<file path="src/rtl/accum_ctrl_sched_if.sv">
// accum_ctrl_sched_if: systolic-array row handshake, accumulator controls and drain handshake
interface accum_ctrl_sched_if;
  logic sa_valid;
  logic sa_ready;
  logic acc_enable;
  logic acc_mode;
  logic acc_buf_sel;
  logic drain_valid;
  logic drain_buf;
  logic drain_ready;
  modport master (
    input  sa_valid, drain_ready,
    output sa_ready, acc_enable, acc_mode, acc_buf_sel, drain_valid, drain_buf
  );
  modport slave (
    output sa_valid, drain_ready,
    input  sa_ready, acc_enable, acc_mode, acc_buf_sel, drain_valid, drain_buf
  );
endinterface

</file>
<file path="src/rtl/accum_ctrl_sched.sv">
// accum_ctrl_sched: ping-pong accumulator sequencer with drain handoff; ACCUM_CTRL_PERF_EN adds a stall counter
module accum_ctrl_sched #(
  parameter int ROWS = 2,
  parameter int K_W  = 8,
  parameter int B_W  = 8
) (
  input  logic           clk,
  input  logic           reset,
  input  logic           start,
  input  logic [K_W-1:0] num_k_tiles,
  input  logic [B_W-1:0] num_blocks,
  accum_ctrl_sched_if.master bus,
  output logic           busy,
  output logic           done
`ifdef ACCUM_CTRL_PERF_EN
  , output logic [31:0]  perf_stall_cycles
`endif
);
  localparam int R_W = ROWS > 1 ? $clog2(ROWS) : 1;
  typedef enum logic [1:0] {IDLE, RUN, FLUSH, DONE} state_t;
  state_t         state;
  logic [R_W-1:0] row_cnt;
  logic [K_W-1:0] tile_cnt, k_lat;
  logic [B_W-1:0] blk_cnt, nb_lat;
  logic           wr_buf, drain_ptr;
  logic [1:0]     full, full_n;
  logic           rel, last_row, last_tile, blk_end, last_blk;
  assign bus.sa_ready    = state == RUN && !full[wr_buf];
  assign bus.acc_enable  = bus.sa_valid && bus.sa_ready;
  assign bus.acc_mode    = tile_cnt != '0;
  assign bus.acc_buf_sel = wr_buf;
  assign bus.drain_valid = full[drain_ptr];
  assign bus.drain_buf   = drain_ptr;
  assign rel       = bus.drain_valid && bus.drain_ready;
  assign last_row  = row_cnt == R_W'(ROWS - 1);
  assign last_tile = tile_cnt == k_lat - 1'b1;
  assign blk_end   = bus.acc_enable && last_row && last_tile;
  assign last_blk  = blk_cnt == nb_lat - 1'b1;
  // Release and completion never target the same bit: completion needs full[wr_buf]==0, release needs full[drain_ptr]==1
  always_comb begin
    full_n = full;
    if (rel) full_n[drain_ptr] = 1'b0;
    if (blk_end) full_n[wr_buf] = 1'b1;
  end
  always_ff @(posedge clk or posedge reset) begin
    if (reset) begin
      state     <= IDLE;
      row_cnt   <= '0;
      tile_cnt  <= '0;
      blk_cnt   <= '0;
      k_lat     <= '0;
      nb_lat    <= '0;
      wr_buf    <= 1'b0;
      drain_ptr <= 1'b0;
      full      <= '0;
      busy      <= 1'b0;
      done      <= 1'b0;
`ifdef ACCUM_CTRL_PERF_EN
      perf_stall_cycles <= '0;
`endif
    end else begin
      done <= 1'b0;
      full <= full_n;
      if (rel) drain_ptr <= ~drain_ptr;
      if (bus.acc_enable) begin
        row_cnt <= last_row ? '0 : row_cnt + 1'b1;
        if (last_row) tile_cnt <= last_tile ? '0 : tile_cnt + 1'b1;
      end
      if (blk_end) begin
        wr_buf  <= ~wr_buf;
        blk_cnt <= blk_cnt + 1'b1;
      end
`ifdef ACCUM_CTRL_PERF_EN
      if (state == RUN && bus.sa_valid && !bus.sa_ready && perf_stall_cycles != '1)
        perf_stall_cycles <= perf_stall_cycles + 1'b1;
`endif
      case (state)
        IDLE: if (start) begin
          k_lat     <= num_k_tiles == '0 ? K_W'(1) : num_k_tiles;
          nb_lat    <= num_blocks;
          row_cnt   <= '0;
          tile_cnt  <= '0;
          blk_cnt   <= '0;
          wr_buf    <= 1'b0;
          drain_ptr <= 1'b0;
          full      <= '0;
          state     <= num_blocks != '0 ? RUN : DONE;
          busy      <= num_blocks != '0;
          done      <= num_blocks == '0;
`ifdef ACCUM_CTRL_PERF_EN
          perf_stall_cycles <= '0;
`endif
        end
        RUN: if (blk_end && last_blk) state <= FLUSH;
        FLUSH: if (full_n == '0) begin
          state <= DONE;
          busy  <= 1'b0;
          done  <= 1'b1;
        end
        default: state <= IDLE;
      endcase
    end
  end
endmodule
</file>
<file path="src/flat_wrapper.sv">
// flat-port wrapper written by rule: the top's interface ports become plain ports
module accum_ctrl_sched_flat 
#(
  parameter int ROWS = 2,
  parameter int K_W  = 8,
  parameter int B_W  = 8
)
  (clk, reset, start, num_k_tiles, num_blocks, busy, done, bus_sa_valid, bus_drain_ready, bus_sa_ready, bus_acc_enable, bus_acc_mode, bus_acc_buf_sel, bus_drain_valid, bus_drain_buf);
  accum_ctrl_sched_if bus_i ();
  input  logic clk;
  input  logic reset;
  input  logic start;
  input  logic [K_W-1:0] num_k_tiles;
  input  logic [B_W-1:0] num_blocks;
  output logic busy;
  output logic done;
  input wire logic [$bits(bus_i.sa_valid)-1:0] bus_sa_valid;
  input wire logic [$bits(bus_i.drain_ready)-1:0] bus_drain_ready;
  output wire logic [$bits(bus_i.sa_ready)-1:0] bus_sa_ready;
  output wire logic [$bits(bus_i.acc_enable)-1:0] bus_acc_enable;
  output wire logic [$bits(bus_i.acc_mode)-1:0] bus_acc_mode;
  output wire logic [$bits(bus_i.acc_buf_sel)-1:0] bus_acc_buf_sel;
  output wire logic [$bits(bus_i.drain_valid)-1:0] bus_drain_valid;
  output wire logic [$bits(bus_i.drain_buf)-1:0] bus_drain_buf;
  assign bus_i.sa_valid = bus_sa_valid;
  assign bus_i.drain_ready = bus_drain_ready;
  assign bus_sa_ready = bus_i.sa_ready;
  assign bus_acc_enable = bus_i.acc_enable;
  assign bus_acc_mode = bus_i.acc_mode;
  assign bus_acc_buf_sel = bus_i.acc_buf_sel;
  assign bus_drain_valid = bus_i.drain_valid;
  assign bus_drain_buf = bus_i.drain_buf;
  accum_ctrl_sched #(.ROWS(ROWS), .K_W(K_W), .B_W(B_W)) u_core (.clk(clk), .reset(reset), .start(start), .num_k_tiles(num_k_tiles), .num_blocks(num_blocks), .bus(bus_i), .busy(busy), .done(done));
endmodule
</file>
<file path="config.mk">
export PLATFORM = sky130hd
export DESIGN_NAME = accum_ctrl_sched_flat
export DESIGN_NICKNAME = d
export VERILOG_FILES = /design/src/rtl/accum_ctrl_sched_if.sv /design/src/rtl/accum_ctrl_sched.sv /design/src/flat_wrapper.sv
export SDC_FILE = /design/constraint.sdc
export NUM_CORES = 1
export LEC_CHECK = 0
export CAP_MARGIN = 20
export CORE_UTILIZATION = 30
export DETAILED_ROUTE_END_ITERATION = 12
export DONT_BUFFER_PORTS = 1
export GPL_ROUTABILITY_DRIVEN = 0
export SYNTH_ARGS = -nofsm -noshare
export SYNTH_HDL_FRONTEND = slang
export SYNTH_SLANG_ARGS = --single-unit
</file>
<file path="constraint.sdc">
create_clock -name clk -period 3.4 [get_ports clk]
set_input_delay 1.02 -clock clk [delete_from_list [all_inputs] [get_ports clk]]
set_output_delay 1.02 -clock clk [all_outputs]
set_load 0.02 [all_outputs]
</file>
# --- Word level (Yosys, flattened, before mapping) ---
# Index checks and enable logic that the tools add are counted.
word_totals:
  elab_cells: 93
  inputBits: 21
  register_bits: 41
  output_inout_bits: 8
classes:
  n_reduce_logical: 19
  n_addsub: 5
  n_lt_le_gt_ge: 4
  bitwise_logic: 5
  n_eq_ne: 7
  mux: 42
op_table:
  columns: ["operator", "n"]
  rows:
  - ["$mux 8", 9]
  - ["$mux 1", 20]
  - ["$add 8x1->8 const B", 2]
  - ["$eq 8x8->1", 2]
  - ["$logic_not 8->1", 2]
  - ["$mux 2", 8]
  - ["$reduce_bool 8->1", 2]
  - ["$sub 8x1->8 const B", 2]
  - ["$logic_and 1x1->1", 8]
  - ["$pmux 2 s3", 1]
  - ["$reduce_and 3->1", 2]
  - ["$logic_not 2->1", 2]
  - ["$lt 1x2->1 const B", 2]
  - ["$ne 2x2->1 const B", 2]
  - ["$pmux 1 s2", 2]
  - ["$and 2x2->2", 1]
  - ["$demux 1 s1", 2]
  - ["$eq 2x1->1 const B", 1]
  - ["$eq 2x2->1 const B", 1]
  - ["$ge 1x1->1 const B", 2]
  - ["$ne 2x1->1 const B", 1]
  - ["$not 1->1", 2]
  - ["$not 2->2", 1]
  - ["$or 2x2->2", 1]
  - ["4 further kinds", 4]

# --- Logic depth before layout (Yosys ltp) ---
logic_depth:
  depth_word: 12
  mapped_depth: 12
  depth_no_buf: 10

# --- Least setup slack after synthesis ---
# Ideal clock, no wire load.
synth_timing:
  path_kind: "input to register"
  from: "input bus_sa_valid"
  to: "register u_core.blk_cnt[6]"
  setup_time_ps: 120
  setup_slack_ps: 701
  arrival_time_ps: 2579
  required_time_ps: 3280
  n_path_buf: 2
  path_stages: 10
  cell_sequence: "and3_1 -> ha_1 -> inv_1 -> nor3_1 -> and4_1 -> buf_4 -> and2_1 -> buf_2 -> a31oi_1 -> a41o_1"
synth_via:
  elab_chain_cells: 6
synth_lines:
  columns: ["item", "line_no", "source"]
  rows:
  - ["from (decl)", "flat_wrapper.sv:17", "input wire logic [$bits(bus_i.sa_valid)-1:0] bus_sa_valid;"]
  - ["$logic_and 1x1->1 *", "accum_ctrl_sched.sv:29", "assign bus.acc_enable = bus.sa_valid && bus.sa_ready;"]
  - ["$logic_and 1x1->1 * (2 in series)", "accum_ctrl_sched.sv:37", "assign blk_end = bus.acc_enable && last_row && last_tile;"]
  - ["$mux 8 *", "accum_ctrl_sched.sv:69", "if (blk_end) begin"]
  - ["$mux 8", "accum_ctrl_sched.sv:78", "IDLE: if (start) begin"]
  - ["$mux 8 *", "accum_ctrl_sched.sv:77", "case (state)"]
  - ["to (signal assigned)", "accum_ctrl_sched.sv:71", "blk_cnt <= blk_cnt + 1'b1;"]
  - ["to (decl)", "accum_ctrl_sched.sv:24", "logic [B_W-1:0] blk_cnt, nb_lat;"]
# Every way passes the cells marked *; elsewhere a longest branch is shown, timed or not.
# A chain may end at the register's enable or synchronous reset.

# --- Final worst setup path ---
layout_timing:
  from: "register u_core.k_lat[2]"
  to: "register u_core.state[1]"
layout_via:
  elab_chain_cells: 7
  elab_cells_between_ends: 9
  cone_classes: "add/sub: 1; eq/ne: 3; mux: 1; reduce/logical: 4"
layout_lines:
  columns: ["item", "line_no", "source"]
  rows:
  - ["from (decl)", "accum_ctrl_sched.sv:23", "logic [K_W-1:0] tile_cnt, k_lat;"]
  - ["from (signal assigned)", "accum_ctrl_sched.sv:79", "k_lat <= num_k_tiles == '0 ? K_W'(1) : num_k_tiles;"]
  - ["$sub 8x1->8 *", "accum_ctrl_sched.sv:36", "assign last_tile = tile_cnt == k_lat - 1'b1;"]
  - ["$eq 8x8->1 *", "accum_ctrl_sched.sv:36", null]
  - ["$logic_and 1x1->1 *", "accum_ctrl_sched.sv:37", null]
  - ["$mux 2", "accum_ctrl_sched.sv:43", "if (blk_end) full_n[wr_buf] = 1'b1;"]
  - ["$logic_not 2->1", "accum_ctrl_sched.sv:95", "FLUSH: if (full_n == '0) begin"]
  - ["$ne 2x1->1 (no source line)", null, null]
  - ["$reduce_and 3->1 (no source line) *", null, null]
  - ["to (signal assigned)", "accum_ctrl_sched.sv:87", "state <= num_blocks != '0 ? RUN : DONE;"]
  - ["to (decl)", "accum_ctrl_sched.sv:21", "state_t state;"]
# Marked as above.

==> results.json <==
{
  "finalInstanceArea_mm2": 0.00267,
  "synth_cells": 277,
  "synth-main-ff-cell": "dfrtp_1",
  "grt_pass1_wl_um": 8660,
  "hold_path.class": "reg -> reg",
  "synthArstFlopShare_pct": 100,
  "cts_buffers": 5,
  "grt_overflow": 0,
  "initial_utilization_pct": 31.3,
  "cts_buffer_depth": 2,
  "crit_type": "reg -> reg",
  "die_w_um": 92.3,
  "setup_viol": 0,
  "ant_nets": 0,
  "viasPerCell": 4.99,
  "final_cells": 382,
  "cts.reportedPaths.clkPinSlew_ns": 0.09,
  "ys_seq_elements": 41,
  "clock-sinks": 41,
  "fin_util_pct": 34.2,
  "antennaDiodeCount": 0,
  "synth-edff-count": 0,
  "dp_slack_ns": 0.637,
  "critical_path_required_ns": 3.59,
  "cts_resized": 0,
  "cts_setup_buffers": 0,
  "grt_pass1_vias": 1770,
  "area_growth_pct": 9.17,
  "drcViolationCount": 0,
  "maxSlewViolCount": 0,
  "critical_path.max_fanout": 8,
  "setup_slack_ns": 0.719,
  "min_period_ns": 2.68,
  "crit_chain": "or4_1 -> or3_1 -> a22oi_2 -> nand4_2 -> o41ai_2 -> nand2_1 -> mux2_4",
  "htreeDepth": 2,
  "vias": 1905,
  "die_area_mm2": 0.00851,
  "final_cell_mix": "nand2_1 (58), dfrtp_1 (41), nor2_1 (18)",
  "grt_max_degree": 42,
  "avgSynthCellArea_um2": 8.82,
  "die_h_um": 92.3,
  "slowest_stage": "or4_1",
  "antenna_found_initial": 0,
  "drive_gt1_share_pct": 6.43,
  "finalCritPeriodShare_pct": 78.9,
  "final_common_cell": "nand2_1",
  "synth_area_mm2": 0.00244,
  "critPathMaxStageDelay_ns": 0.53,
  "routed_wl_um": 5150,
  "multi_input_area_mm2": 0.00133,
  "cts_hold_buf": 0,
  "yosysUniqueCellTypes": 44,
  "clock_latency_ns": 0.30,
  "cts_root_buffer": "clkbuf_8",
  "syn_nets": 308,
  "cts_tree": "yes",
  "grt_setup_unrepaired": "no",
  "grt.total_usage_pct": 13.0,
  "n_fill_cell": 802,
  "fmax_mhz": 373,
  "io-pin-count": 29,
  "dr.pass1.iters": 5,
  "vdd_drop_max_v": 0.000346,
  "avgRoutedWirePerCell_um": 13.5,
  "cap_viol_max_count": 0,
  "drtIter0Drc": 64,
  "status": "finished, final reports clean",
  "relSlewSlack_pct": 53.7,
  "place_inst": 374,
  "cp.arrival_ns": 2.87,
  "power.density_mw_per_mm2": 744,
  "placed_area_mm2": 0.00257,
  "dp_hpwl_um": 3850,
  "seqCellArea_mm2": 0.00103,
  "max_slew.worst_pin.slew_ns": 0.687,
  "yosysSeqAreaShare_pct": 42.0,
  "hold_viol": 0,
  "synth-warning-count": 0,
  "numPortBuffers": 0,
  "core_mm2": 0.00781,
  "critPathLaunchType": "register",
  "row_count": 32,
  "fin_nets": 310,
  "finClkSkew_ns": 0.0105,
  "end_kind": "register",
  "p_leak_nw": 1.23,
  "finalSetupTns_ns": 0
}
-- sequential cells by signal, summed over array words and instances (netlist names) --
register and count:
u_core.blk_cnt 8, u_core.bus.acc_buf_sel 1, u_core.bus.drain_buf 1, u_core.busy 1, u_core.done 1, u_core.full 2, u_core.k_lat 8, u_core.last_row 1
u_core.nb_lat 8, u_core.state 2, u_core.tile_cnt 8
-- final timing paths --
kind | start | endpoint | slack [ns] | cells after the start
max in group asynchronous | reset | u_core.k_lat[0] | 2.28 | 2
hold / removal | u_core.nb_lat[7] | u_core.nb_lat[7] | 0.51 | 2
setup reg to reg | u_core.k_lat[2] | u_core.state[1] | 0.72 | 7
hold reg to reg | u_core.nb_lat[7] | u_core.nb_lat[7] | 0.51 | 2
setup / recovery | u_core.k_lat[2] | u_core.state[1] | 0.72 | 7
min in group asynchronous | reset | u_core.tile_cnt[3] | 0.73 | 2
-- stage by stage --
stage | hold WS (ns) | power (mW)
after floorplan | 0.463 | 1.44
after global routing | 0.533 | 2.15
after CTS | 0.513 | 2.00
final | 0.507 | 1.98
after global placement | 0.487 | 1.62
after detailed placement | 0.493 | 1.64
-- cells in the mapped netlist, types with 6 or more instances --
cell type / number / share of area, %
nand2_1: 58 / 8.9
dfrtp_1: 41 / 42
nor2_1: 18 / 2.8
xnor2_1: 16 / 5.7
xor2_1: 14 / 5.0
inv_1: 13 / 2.0
a21oi_1: 11 / 2.3
ha_1: 10 / 5.1
o21ai_0: 10 / 2.0
clkbuf_1: 8 / 1.2
nand3_1: 6 / 1.2
nor4_1: 6 / 1.5
-- per-layer routing --
| layer | vias up | track usage [%] | wire length (um) |
|---|---|---|---|
| met5 | - | 0 | 0 |
| met1 | 913 | 16.5 | 2370 |
| met3 | 11 | 2.99 | 141 |
| met2 | 33 | 21.8 | 2570 |
| li1 | 948 | - | - |
| met4 | 0 | 4.43 | 80 |
-- area by class of cell --
type | instances | area share (%)
multi-input cells | 213 | 49.7
flip-flops and latches | 41 | 38.5
well taps | 102 | 4.78
clock buffers | 7 | 3.61
inverters | 13 | 1.83
repair buffers | 5 | 1.41
clock inverters | 1 | 0.188
-- logic make-up after synthesis --
| logic type | after synthesis | synth area share (%) |
|---|---|---|
| and+or+nand+nor | 124 | 24.3 |
| AOI/OAI and AO/OA | 43 | 11.4 |
| DFF | 41 | 42.0 |
| xor gates and xnor gates | 30 | 10.8 |
| buffers and inverters | 23 | 3.74 |
| adders and majority gates | 10 | 5.12 |
| muxes | 6 | 2.71 |
-- worst max-delay path, delay by kind of cell, from the launching register on --
| kind | cells | cell delay (ns) |
|---|---|---|
| AOI/OAI and AO/OA | 2 | 0.60 |
| muxes | 1 | 0.31 |
| DFF | 1 | 0.46 |
| and+or+nand+nor | 4 | 1.20 |
-- power breakdown --
part,internal (mW),switching (mW)
combinational,0.367,0.474
sequential,0.618,0.169
clock,0.184,0.172
total,1.17,0.816
Power figures use the tool's default switching activity.
